<file path="src/rtl/vga_sprite_pkg.sv">
// ---------------------------------------------------------------------------
// vga_sprite_pkg
//   Shared definitions for the sprite motion controller:
//   - local-bus register offsets (lb_addr[3:2])
//   - bit positions of the fields inside the 32-bit sprite word
//   - motion sequencer state encoding
//   - velocity negation helper used by the bounce logic
// ---------------------------------------------------------------------------
package vga_sprite_pkg;

    // Register offsets, selected by lb_addr[3:2]
    localparam logic [1:0] REG_CTRL   = 2'd0;
    localparam logic [1:0] REG_VEL    = 2'd1;
    localparam logic [1:0] REG_BOUNDS = 2'd2;
    localparam logic [1:0] REG_SHADOW = 2'd3;

    // Sprite word field positions
    localparam int X_LSB    = 0;
    localparam int X_MSB    = 10;
    localparam int Y_LSB    = 11;
    localparam int Y_MSB    = 20;
    localparam int XS_LSB   = 21;
    localparam int XS_MSB   = 24;
    localparam int YS_LSB   = 25;
    localparam int YS_MSB   = 29;
    localparam int ZOOM_LSB = 30;
    localparam int ZOOM_MSB = 31;

    // Motion sequencer states
    typedef enum logic [1:0] {
        S_IDLE   = 2'd0,
        S_CALC_X = 2'd1,
        S_CALC_Y = 2'd2,
        S_WRITE  = 2'd3
    } state_t;

    // Two's complement negation that saturates: -(-128) gives +127.
    function automatic logic [7:0] vel_negate(input logic [7:0] v);
        if (v == 8'h80) begin
            return 8'h7F;
        end
        return ~v + 8'd1;
    endfunction

endpackage

</file>
<file path="src/rtl/vga_sprite_axis_step.sv">
// ---------------------------------------------------------------------------
// vga_sprite_axis_step
//   Combinational one-axis motion step with edge clamp and optional bounce.
//   Ports:
//     pos_i       current position (POS_W bits, unsigned)
//     size_i      size code; footprint = 4*size+4
//     vel_i       signed 8-bit velocity
//     max_i       12-bit bound
//     bounce_en_i negate velocity when a clamp happens
//     pos_o       next position
//     vel_o       next velocity
// ---------------------------------------------------------------------------
module vga_sprite_axis_step
    import vga_sprite_pkg::*;
#(
    parameter int POS_W  = 11,
    parameter int SIZE_W = 4
) (
    input  logic [POS_W-1:0]  pos_i,
    input  logic [SIZE_W-1:0] size_i,
    input  logic [7:0]        vel_i,
    input  logic [11:0]       max_i,
    input  logic              bounce_en_i,
    output logic [POS_W-1:0]  pos_o,
    output logic [7:0]        vel_o
);

    // 14-bit signed working width covers pos+vel+footprint without overflow.
    logic signed [13:0] pos_ext;
    logic signed [13:0] vel_ext;
    logic signed [13:0] extent;
    logic signed [13:0] bound;
    logic signed [13:0] next_pos;
    logic signed [13:0] far_edge;

    always_comb begin
        pos_ext  = 14'(pos_i);
        vel_ext  = {{6{vel_i[7]}}, vel_i};
        extent   = (14'(size_i) << 2) + 14'd4;
        bound    = 14'(max_i);
        next_pos = pos_ext + vel_ext;
        far_edge = next_pos + extent;

        pos_o = next_pos[POS_W-1:0];
        vel_o = vel_i;

        if (extent > bound) begin
            // Sprite larger than the playfield: pin to 0, keep velocity.
            pos_o = '0;
        end else if (next_pos < 14'sd0) begin
            pos_o = '0;
            if (bounce_en_i) begin
                vel_o = vel_negate(vel_i);
            end
        end else if (far_edge > bound) begin
            pos_o = POS_W'(bound - extent);
            if (bounce_en_i) begin
                vel_o = vel_negate(vel_i);
            end
        end
    end

endmodule

</file>
<file path="src/rtl/vga_sprite_motion_ctrl.sv">
// ---------------------------------------------------------------------------
// vga_sprite_motion_ctrl
//   Owns a shadow copy of the sprite0 register, applies per-frame velocity
//   with edge clamp/bounce, arbitrates host writes against motion updates,
//   and pushes the shadow to the sprite engine with a one-cycle strobe.
//   Ports:
//     clk_lb, reset_n           clock, async active-low reset
//     lb_wr/lb_rd/lb_addr/
//     lb_wr_d/lb_cs_motion      local-bus slave interface (addr[3:2] = reg)
//     lb_rd_d, lb_rd_rdy        read data and read-valid pulse (1 cycle later)
//     frame_tick                start-of-frame pulse (already in clk_lb)
//     spr_wr, spr_wr_d          strobe and value for the sprite register
//     busy                      sequencer not idle
//     overrun                   sticky: frame_tick seen while busy
//     dbg_state_o               current sequencer state
//
//   Handshake semantics: there is no back-pressure anywhere. A bus access
//   is accepted on every clock edge where lb_cs_motion and lb_wr/lb_rd are
//   high; a read answers with lb_rd_rdy high for exactly one cycle together
//   with lb_rd_d. spr_wr is a one-cycle strobe that the sprite engine must
//   take unconditionally; spr_wr_d holds its value between strobes.
// ---------------------------------------------------------------------------
module vga_sprite_motion_ctrl
    import vga_sprite_pkg::*;
#(
    parameter logic [11:0] X_MAX_RST = 12'd640,
    parameter logic [11:0] Y_MAX_RST = 12'd480
) (
    input  logic        clk_lb,
    input  logic        reset_n,
    input  logic        lb_wr,
    input  logic        lb_rd,
    input  logic [31:0] lb_addr,
    input  logic [31:0] lb_wr_d,
    input  logic        lb_cs_motion,
    output logic [31:0] lb_rd_d,
    output logic        lb_rd_rdy,
    input  logic        frame_tick,
    output logic        spr_wr,
    output logic [31:0] spr_wr_d,
    output logic        busy,
    output logic        overrun,
    output state_t      dbg_state_o
);

    state_t      state_q, state_d;
    logic        run_q, run_d;
    logic        bnc_q, bnc_d;
    logic        ovr_q, ovr_d;
    logic [7:0]  dx_q, dx_d;
    logic [7:0]  dy_q, dy_d;
    logic [11:0] xmax_q, xmax_d;
    logic [11:0] ymax_q, ymax_d;
    logic [31:0] shadow_q, shadow_d;
    logic [10:0] xres_q, xres_d;     // X result held from CALC_X until commit
    logic [7:0]  dxres_q, dxres_d;
    logic        strobe_q, strobe_d;
    logic [31:0] word_q, word_d;
    logic [31:0] rdata_q, rdata_d;
    logic        rrdy_q, rrdy_d;

    // Bus decode. Only addr[3:2] selects a register.
    logic [1:0] reg_sel;
    logic       host_wr;
    logic       wr_ctrl, wr_vel, wr_bounds, wr_shadow;
    logic       host_abort;
    logic       unused_addr;

    assign reg_sel     = lb_addr[3:2];
    assign host_wr     = lb_wr & lb_cs_motion;
    assign wr_ctrl     = host_wr && (reg_sel == REG_CTRL);
    assign wr_vel      = host_wr && (reg_sel == REG_VEL);
    assign wr_bounds   = host_wr && (reg_sel == REG_BOUNDS);
    assign wr_shadow   = host_wr && (reg_sel == REG_SHADOW);
    assign unused_addr = ^{lb_addr[31:4], lb_addr[1:0]};

    // A host SHADOW/VEL write while computing discards the motion update.
    assign host_abort = ((state_q == S_CALC_X) || (state_q == S_CALC_Y)) &&
                        (wr_shadow || wr_vel);

    // Per-axis motion step, evaluated on the live shadow/velocity.
    logic [10:0] x_step_pos;
    logic [7:0]  x_step_vel;
    logic [9:0]  y_step_pos;
    logic [7:0]  y_step_vel;

    vga_sprite_axis_step #(
        .POS_W  (11),
        .SIZE_W (4)
    ) u_step_x (
        .pos_i       (shadow_q[X_MSB:X_LSB]),
        .size_i      (shadow_q[XS_MSB:XS_LSB]),
        .vel_i       (dx_q),
        .max_i       (xmax_q),
        .bounce_en_i (bnc_q),
        .pos_o       (x_step_pos),
        .vel_o       (x_step_vel)
    );

    vga_sprite_axis_step #(
        .POS_W  (10),
        .SIZE_W (5)
    ) u_step_y (
        .pos_i       (shadow_q[Y_MSB:Y_LSB]),
        .size_i      (shadow_q[YS_MSB:YS_LSB]),
        .vel_i       (dy_q),
        .max_i       (ymax_q),
        .bounce_en_i (bnc_q),
        .pos_o       (y_step_pos),
        .vel_o       (y_step_vel)
    );

    // ------------------------------------------------------------------
    // Sequencer: state register
    // ------------------------------------------------------------------
    always_ff @(posedge clk_lb or negedge reset_n) begin
        if (!reset_n) begin
            state_q <= S_IDLE;
        end else begin
            state_q <= state_d;
        end
    end

    // Sequencer: next state
    always_comb begin
        state_d = state_q;
        case (state_q)
            S_IDLE: begin
                // Any host write in IDLE swallows a coincident frame_tick.
                if (wr_shadow) begin
                    state_d = S_WRITE;
                end else if (!host_wr && frame_tick && run_q) begin
                    state_d = S_CALC_X;
                end
            end
            S_CALC_X: state_d = host_abort ? S_WRITE : S_CALC_Y;
            S_CALC_Y: state_d = S_WRITE;
            // A SHADOW write landing during WRITE queues a second WRITE.
            S_WRITE:  state_d = wr_shadow ? S_WRITE : S_IDLE;
            default:  state_d = S_IDLE;
        endcase
    end

    // ------------------------------------------------------------------
    // Datapath next-state
    // ------------------------------------------------------------------
    always_comb begin
        run_d    = run_q;
        bnc_d    = bnc_q;
        ovr_d    = ovr_q;
        dx_d     = dx_q;
        dy_d     = dy_q;
        xmax_d   = xmax_q;
        ymax_d   = ymax_q;
        shadow_d = shadow_q;
        xres_d   = xres_q;
        dxres_d  = dxres_q;
        strobe_d = 1'b0;
        word_d   = word_q;

        // Host register writes always land, in any state.
        if (wr_ctrl) begin
            run_d = lb_wr_d[0];
            bnc_d = lb_wr_d[1];
            if (lb_wr_d[2]) begin
                ovr_d = 1'b0;
            end
        end
        if (wr_vel) begin
            dx_d = lb_wr_d[7:0];
            dy_d = lb_wr_d[15:8];
        end
        if (wr_bounds) begin
            xmax_d = lb_wr_d[11:0];
            ymax_d = lb_wr_d[23:12];
        end
        if (wr_shadow) begin
            shadow_d = lb_wr_d;
        end

        // Set dominates a same-cycle write-1-to-clear.
        if (frame_tick && (state_q != S_IDLE)) begin
            ovr_d = 1'b1;
        end

        case (state_q)
            S_CALC_X: begin
                if (!host_abort) begin
                    xres_d  = x_step_pos;
                    dxres_d = x_step_vel;
                end
            end
            S_CALC_Y: begin
                // Both axes commit together so an abort leaves no half update.
                if (!host_abort) begin
                    shadow_d[X_MSB:X_LSB] = xres_q;
                    shadow_d[Y_MSB:Y_LSB] = y_step_pos;
                    dx_d                  = dxres_q;
                    dy_d                  = y_step_vel;
                end
            end
            S_WRITE: begin
                strobe_d = 1'b1;
                word_d   = shadow_q;
            end
            default: begin
            end
        endcase
    end

    // Read port
    always_comb begin
        rdata_d = 32'd0;
        rrdy_d  = 1'b0;
        if (lb_rd && lb_cs_motion) begin
            rrdy_d = 1'b1;
            case (reg_sel)
                REG_CTRL:   rdata_d = {29'd0, ovr_q, bnc_q, run_q};
                REG_VEL:    rdata_d = {16'd0, dy_q, dx_q};
                REG_BOUNDS: rdata_d = {8'd0, ymax_q, xmax_q};
                REG_SHADOW: rdata_d = shadow_q;
                default:    rdata_d = 32'd0;
            endcase
        end
    end

    always_ff @(posedge clk_lb or negedge reset_n) begin
        if (!reset_n) begin
            run_q    <= 1'b0;
            bnc_q    <= 1'b0;
            ovr_q    <= 1'b0;
            dx_q     <= 8'd0;
            dy_q     <= 8'd0;
            xmax_q   <= X_MAX_RST;
            ymax_q   <= Y_MAX_RST;
            shadow_q <= 32'd0;
            xres_q   <= 11'd0;
            dxres_q  <= 8'd0;
            strobe_q <= 1'b0;
            word_q   <= 32'd0;
            rdata_q  <= 32'd0;
            rrdy_q   <= 1'b0;
        end else begin
            run_q    <= run_d;
            bnc_q    <= bnc_d;
            ovr_q    <= ovr_d;
            dx_q     <= dx_d;
            dy_q     <= dy_d;
            xmax_q   <= xmax_d;
            ymax_q   <= ymax_d;
            shadow_q <= shadow_d;
            xres_q   <= xres_d;
            dxres_q  <= dxres_d;
            strobe_q <= strobe_d;
            word_q   <= word_d;
            rdata_q  <= rdata_d;
            rrdy_q   <= rrdy_d;
        end
    end

    assign lb_rd_d     = rdata_q;
    assign lb_rd_rdy   = rrdy_q;
    assign spr_wr      = strobe_q;
    assign spr_wr_d    = word_q;
    assign busy        = (state_q != S_IDLE);
    assign overrun     = ovr_q;
    assign dbg_state_o = state_q;

endmodule

</file>
<file path="config.mk">
export PLATFORM = sky130hd
export DESIGN_NAME = vga_sprite_motion_ctrl
export DESIGN_NICKNAME = d
export VERILOG_FILES = /design/src/rtl/vga_sprite_pkg.sv /design/src/rtl/vga_sprite_axis_step.sv /design/src/rtl/vga_sprite_motion_ctrl.sv
export SDC_FILE = /design/constraint.sdc
export NUM_CORES = 1
export LEC_CHECK = 0
export ABC_AREA = 1
export CORE_MARGIN = 3
export CORE_UTILIZATION = 50
export CTS_CLUSTER_DIAMETER = 50
export CTS_CLUSTER_SIZE = 16
export DETAILED_ROUTE_END_ITERATION = 10
export PLACE_DENSITY = 0.82
export SETUP_SLACK_MARGIN = 0.5
export SYNTH_ARGS = -nofsm -noshare
export SYNTH_HDL_FRONTEND = slang
export SYNTH_HIERARCHICAL = 1
export SYNTH_SLANG_ARGS = --single-unit
export TNS_END_PERCENT = 20
</file>
<file path="constraint.sdc">
create_clock -name clk_lb -period 4.2 [get_ports clk_lb]
set_clock_uncertainty 0.1 [all_clocks]
set_input_delay 0.84 -clock clk_lb [delete_from_list [all_inputs] [get_ports clk_lb]]
set_output_delay 0.84 -clock clk_lb [all_outputs]
set_load 0.01 [all_outputs]
</file>
==> results.md, run 1 <==
- GR Util All Layers: 28.76%
- Worst hold path class: in -> async
- Worst skew pair latency: 450 ps
- Worst path most repeated cell: nand2_1
- Async set-reset flop share out of synthesis: 100.0%
- Pin count of the biggest net entering global routing: 71
- Largest family of logic cells by synthesized area: simple AND/OR/NAND/NOR gates
- Post-Syn Area: 11510 um^2
- Htree depth: 4
- Violated checks: setup timing
- Reg2reg end: dy_q[7]$_DFF_PN0_
- Max Clock Freq: 222.5 MHz
- Syn_nets: 1778
- Measured slew at the worst slew-check pin: 983.5 ps
- First-pass GRT wire length: 56010 um
- Total power: 15.06 mW
- Routed Antenna Nets: 0
- Antenna Cells: 0
- Worst VDD drop: 0.5184 mV
- Die H: 157.7 um
- Worst Setup SP: dy_q[0]$_DFF_PN0_
- Cells after DPL: 2075
- Most used DFF post-synth: dfrtp_1
- CTS buffer count: 17
- Pre-antenna DRT Iters: 6
- PortBufs: 109
- Reg2Reg Launch Point: dy_q[0]$_DFF_PN0_
- Yosys warning count: 6
- DP Wirelength: 25790 um
- Yosys reg bits: 162
- Post-synthesis cell type count: 45
- Startpoint Class: register
- Final setup margin: -294.7 ps
- Final std cells w/o fill: 2125
- End of the critical path: dy_q[7]$_DFF_PN0_
- Nets: 1994
- Most frequent cells in the layout: nand2_1 (493), inv_1 (234), dfrtp_1 (156), buf_4 (121), nand3_1 (113)
- GRT overflow: 0
- Top cells by area, synth: dfrtp_1 (34%), nand2_1 (17%), ha_1 (9.3%)
- Post-synthesis sequential area ratio: 35.27%
- Pwr dens: 1008 nW/um^2
- Site Rows: 54
- # IOs: 140
- Multiplexer share of the synthesized area: 0.2934%
- Initial antenna violation count: 0
- DR vias/cell: 5.503
- Initial Util: 51.80%
- Post-synth top area share: 33.91%
- Synth-to-layout area growth: 29.73%
- CP required: 4430 ps
- Final hold violations: 0
- FILL cells: 1739
- Worst R2R Path Depth: 30
- Post-synth EDFFs: 0
- CP max stage cell: dfrtp_1
- Die ar.: 24880 um^2
- DRT iter0 DRCs: 1177
- Final setup fails: 36
- Worst rel slew slack: 34.43%
- GPL Wtd Cong: 0.9363
- Critical path fanouts, max: 5
- Avg Cell Area, Syn: 7.125 um^2
- Adder-Cell Fraction of Synth Area: 10.39%
- Period utilization: 107.0%
- Fraction of layout cells with a size suffix above 1: 18.48%
- Hold buffers post-CTS: 0
- Via Count: 11690
- Commonest non-fill, non-tap cell in the layout: nand2_1
- Maxcap violations: 0
- Pleak: 7.836 nW
- Simple-gate share of the synthesized area: 30.97%
- Synthesized-area fraction occupied by ao, oa, aoi and oai cells: 9.161%
- Root buffer cell: clkbuf_16
- Reg clk slew, reported paths: 80 ps
- Fin. max-slew vios: 0
- CP endpoint kind: register
- Core footprint: 22230 um^2
- Clock sink count: 162
- Clock Path Buffers: 2
- CTS tree: built
- RSZ-0062 raised after global routing: yes
- Remaining DRCs: 0
- Final setup TNS: -4975 ps
- Post-synth top area cell: dfrtp_1
- Max incr delay on CP: 370 ps
- Die Wd: 157.7 um
- WP data arrival: 4730 ps
- CP Class: reg -> reg
- Vias in the first global route: 11200
- Outcome: finished, violations left
- XOR/XNOR Fraction of Synth Area: 3.043%
- DRT Wirelength: 36740 um
- Finished Core Util: 67.20%
- Drt wl/cell: 17.29 um
- Reg2reg setup slack: -290 ps
- Cell count after synthesis: 1616
- Fin crit period: 4495 ps
## area by class of cell
cell class	instances	area, um^2	share of cell area [%]
multi-input cells	1159	6860	45.93
flip-flops and latches	162	4061	27.19
repair buffers	238	2091	14.00
inverters	254	963.4	6.450
clock buffers	17	425.4	2.848
well taps	280	350.3	2.345
clock inverters	15	185.2	1.240
## cell usage after synthesis, types with 6 or more instances
master / n
a21oi_1: 89
nor3_1: 17
dfrtp_1: 156
nand3_1: 121
inv_2: 10
buf_2: 16
inv_1: 244
ha_1: 86
nor2_1: 112
nor2_4: 7
o21ai_2: 6
nand2_1: 518
o21ai_0: 58
xnor2_1: 14
xor2_1: 26
nand2_2: 16
dfstp_2: 6
buf_4: 11
nand4_1: 12
o211ai_1: 14
o21ai_1: 10
buf_6: 10
nand2_4: 7
fa_1: 6
## repair_timing
item                       in CTS  in global routing
gates cloned                    2                  0
pin swaps                      49                 60
buffers inserted                9                  7
resized for setup              62                 82
setup endpoints to repair      37                 37
## worst min path at each step
stage               cells past startpoint                       end                   start
finish                                  1  spr_wr_d[31]$_DFFE_PN0P_                 reset_n
global route                            1  shadow_q[31]$_DFFE_PN0P_                 reset_n
CTS                                     1  shadow_q[31]$_DFFE_PN0P_                 reset_n
detailed placement                      2    dxres_q[7]$_DFFE_PN0P_  dxres_q[7]$_DFFE_PN0P_
global placement                        2     shadow_q[4]$_DFF_PN0_   xres_q[4]$_DFFE_PN0P_
floorplan                               2    dxres_q[0]$_DFFE_PN0P_  dxres_q[0]$_DFFE_PN0P_
## state kept, by name, summed over array words and instances, names as in the netlist, 2 cells and up
register / count
dbg_state_o: 2
dy_q: 8
xmax_q: 12
ymax_q: 12
dx_q: 8
lb_rd_d: 32
spr_wr_d: 32
dxres_q: 8
shadow_q: 32
xres_q: 11
## routing by layer
metal	GRT usage, %	routed length [um]	vias up
li1	-	-	5535
met1	35.10	14200	5511
met2	50.62	18460	538
met3	4.893	2784	110
met4	11.40	1294	0
met5	0	0	-
## worst max-delay path: cells and delay by family, from the launching register on
family                   cells  cell delay, ps
buffers and inverters        5             550
adder cells (fa/ha/maj)      4            1100
AO/OA/AOI/OAI                6             920
XOR/XNOR                     2             320
AND/OR/NAND/NOR             13            1000
flip-flops                   1             370
## stage by stage
step                cell area, um^2  hold WS, ps  worst slack (ps)
global route                  14940        326.7            -481.9
global placement              13530        351.9            -304.8
floorplan                     11530        342.2            -12.96
detailed placement            13530        358.7            -362.2
finish                        14940        275.5            -294.7
CTS                           14490        302.5            -138.7
## cell families after synthesis
logic type,count (synthesis)
simple gates,830
buf+inv,297
compound gates,192
flops,162
fa+ha+maj,92
xor+xnor,40
mux,3
## report_power, final
group / total [mW] / internal, mW / switching (mW)
clock network: 1.59 / 0.809 / 0.785
logic: 11.0 / 4.68 / 6.30
registers: 2.48 / 2.07 / 0.409
(Power assumes the default switching activity.)
==> run 2: changes to the inputs <==
--- a/config.mk
+++ b/config.mk
@@ -11,7 +11,7 @@
 export CTS_CLUSTER_DIAMETER = 50
 export CTS_CLUSTER_SIZE = 16
 export DETAILED_ROUTE_END_ITERATION = 10
-export PLACE_DENSITY = 0.82
+export PLACE_DENSITY = 0.87
 export SETUP_SLACK_MARGIN = 0.5
 export SYNTH_ARGS = -nofsm -noshare
 export SYNTH_HDL_FRONTEND = slang
==> run 2 against run 1 <==
The run still ends with setup timing left. Cell count up 0.14%. Sequential power about the same. Wire length up 5.3%. Non-clock buffer count up 4. Worst setup slack worse by 180 ps. Critical path type unchanged. Hold slack better by 22 ps. Clock power about the same. Flip-flop and latch count unchanged. Die area unchanged. Combinational power about the same. Via count up 3.1%. Register-to-register slack worse by 180 ps.
==> results.md, run 2 (synthesized netlist as in run 1, its figures left out) <==
- Outcome: finished, violations left
- Violated checks: setup timing
- Core footprint: 22230 um^2 (unchanged)
- Cells after DPL: 2074 (-0.048%)
- Pin count of the biggest net entering global routing: 71 (unchanged)
- Combinational Power Share: 73.1% (about the same)
- Site Rows: 54 (unchanged)
- CP max stage cell: dfrtp_1
- Pre-antenna DRT Iters: 6 (unchanged)
- Routed Antenna Nets: 0 (unchanged)
- Initial Util: 51.80% (unchanged)
- Maxcap violations: 0 (unchanged)
- Pleak: 7.832 nW (about the same)
- Measured slew at the worst slew-check pin: 985.0 ps (+1.429 ps)
- Critical path fanouts, max: 4 (-1)
- Worst hold path class: in -> async
- Final setup margin: -473.1 ps (-178.5 ps)
- Clock share of power: 10.5% (about the same)
- Htree depth: 4 (unchanged)
- Final setup fails: 37 (+2.8%)
- Pwr dens: 1016 nW/um^2 (+0.76%)
- Reg2reg setup slack: -470 ps (-180 ps)
- Worst VDD drop: 0.6095 mV (+18%)
- Period utilization: 111.3% (+4.2 points)
- Reg clk slew, reported paths: 80 ps (about the same)
- Worst R2R Path Depth: 31 (+3.3%)
- CP endpoint kind: register
- Worst path most repeated cell: nand2_1
- Reg2reg end: xres_q[2]$_DFFE_PN0P_
- Most frequent cells in the layout: nand2_1 (494), inv_1 (236), dfrtp_1 (156), buf_4 (123), clkdlybuf4s50_1 (108)
- CTS tree: built
- Drt wl/cell: 18.18 um (+5.2%)
- CP Class: reg -> reg
- Total power: 15.23 mW (+1.1%)
- GR Util All Layers: 29.76% (+1.0 points)
- End of the critical path: xres_q[2]$_DFFE_PN0P_
- Final std cells w/o fill: 2128 (+0.14%)
- Synth-to-layout area growth: 30.17%
- Die Wd: 157.7 um (unchanged)
- Int Pwr: 7.702 mW (+1.9%)
- Root buffer cell: clkbuf_16
- Nets: 1997 (+0.15%)
- Finished Core Util: 67.42% (+0.23 points)
- Final instance area: 14990 um^2 (+0.34%)
- GRT overflow: 0 (unchanged)
- Clock Path Buffers: 2 (unchanged)
- Via Count: 12060 (+3.1%)
- CP required: 4420 ps (about the same)
- Fraction of layout cells with a size suffix above 1: 18.72% (+0.24 points)
- First-pass GRT wire length: 58570 um (+4.6%)
- WP data arrival: 4900 ps (+170 ps)
- Die ar.: 24880 um^2 (unchanged)
- Remaining DRCs: 0 (unchanged)
- Vias in the first global route: 11650 (+4.0%)
- Worst Setup SP: shadow_q[0]$_DFF_PN0_
- DRT Wirelength: 38700 um (+5.3%)
- Dpl ws: -349.3 ps (+12.87 ps)
- Reg2Reg Launch Point: shadow_q[0]$_DFF_PN0_
- Worst skew pair latency: 440 ps (about the same)
- Initial antenna violation count: 0 (unchanged)
- DRT iter0 DRCs: 1361 (+16%)
- Fin crit period: 4673 ps (+178.5 ps)
- Clock sink count: 162 (unchanged)
- Final hold violations: 0 (unchanged)
- Fin. max-slew vios: 0 (unchanged)
- GPL Wtd Cong: 0.9405 (+0.45%)
- Startpoint Class: register
- Switch share: 49.41% (-0.38 points)
- Die H: 157.7 um (unchanged)
- PortBufs: 109 (unchanged)
- RSZ-0062 raised after global routing: yes
- Net switching power: 7.523 mW (+0.33%)
- Seq pwr share: 16.4% (about the same)
- Commonest non-fill, non-tap cell in the layout: nand2_1
- DR vias/cell: 5.667 (+3.0%)
- Antenna Cells: 0 (unchanged)
- Worst rel slew slack: 34.09% (-0.34 points)
- Max Clock Freq: 214.0 MHz (-3.8%)
- # IOs: 140 (unchanged)
- Max incr delay on CP: 430 ps (+60 ps)
- CTS buffer count: 17 (unchanged)
- Dpl cell area: 13530 um^2 (about the same)
- DP Wirelength: 25610 um (-0.71%)
[run 2: cell count changes in the layout (fill, tap and decap cells not counted), moves of 5 or more]
cell / previous run / this run
inv_6: 2 / 7
nand3_1: 113 / 107
clkinv_8: 6 / 1
nand2_4: 13 / 8
[run 2: power by group through the flow]
| stage | clock network (mW) | registers, mW | logic, mW |
|---|---|---|---|
| 4_1_cts | 1.60 | 2.45 | 9.84 |
| 5_1_grt | 1.66 | 2.54 | 12.1 |
| 3_3_place_gp | 0 | 2.46 | 8.58 |
| 6_report | 1.60 | 2.49 | 11.1 |
| 2_1_floorplan | 0 | 2.51 | 5.76 |
| 3_5_place_dp | 0 | 2.47 | 8.79 |
[run 2: worst min path at each step]
stage	startpoint	end	depth (start not counted)
2_1_floorplan	dxres_q[0]$_DFFE_PN0P_	dxres_q[0]$_DFFE_PN0P_	2
3_3_place_gp	xres_q[1]$_DFFE_PN0P_	xres_q[1]$_DFFE_PN0P_	2
3_5_place_dp	dxres_q[6]$_DFFE_PN0P_	dxres_q[6]$_DFFE_PN0P_	2
4_1_cts	reset_n	bnc_q$_DFFE_PN0P_	1
5_1_grt	reset_n	bnc_q$_DFFE_PN0P_	1
6_report	reset_n	bnc_q$_DFFE_PN0P_	1
[run 2: area by class of cell]
class	count	area, um^2
Clock inverter	14	147.6
Inverter	254	963.4
Clock buffer	18	439.2
Multi-Input combinational cell	1158	6870
Tap cell	280	350.3
Sequential cell	162	4061
Timing Repair Buffer	242	2155
Fill cell	1677	7242
[run 2: stage by stage]
| stage | setup TNS [ps] | hold WS (ps) |
|---|---|---|
| after floorplan | -68.90 | 342.2 |
| after global placement | -7871 | 353.5 |
| after detailed placement | -9433 | 358.3 |
| after CTS | -3043 | 327.8 |
| after global routing | -17760 | 348.1 |
| final | -10490 | 297.1 |
[run 2: critical path: cells and delay by family, from the launching register on]
| family | cells | cell delay [ps] |
|---|---|---|
| and+or+nand+nor | 15 | 1310 |
| adders and majority gates | 4 | 1030 |
| AOI/OAI and AO/OA | 4 | 660 |
| buffers and inverters | 6 | 560 |
| xor gates and xnor gates | 2 | 440 |
| DFF | 1 | 430 |
[run 2: layer usage]
metal	track usage [%]	part of all wire, %	routed length (um)
met1	36.20	37	14400
met2	51.31	49	19070
met3	4.647	8.0	3112
met4	14.88	5.5	2115
met5	0	0	0
[run 2: what timing repair did]
| item | CTS | global route |
|---|---|---|
| gates resized for setup | 70 | 72 |
| hold buffers | 0 | 0 |
| pin swaps | 54 | 62 |
| gates cloned | 1 | 0 |
| setup endpoints to repair | 37 | 37 |
| endpoints found under the hold margin | 0 | 0 |
| buffers inserted | 9 | 12 |
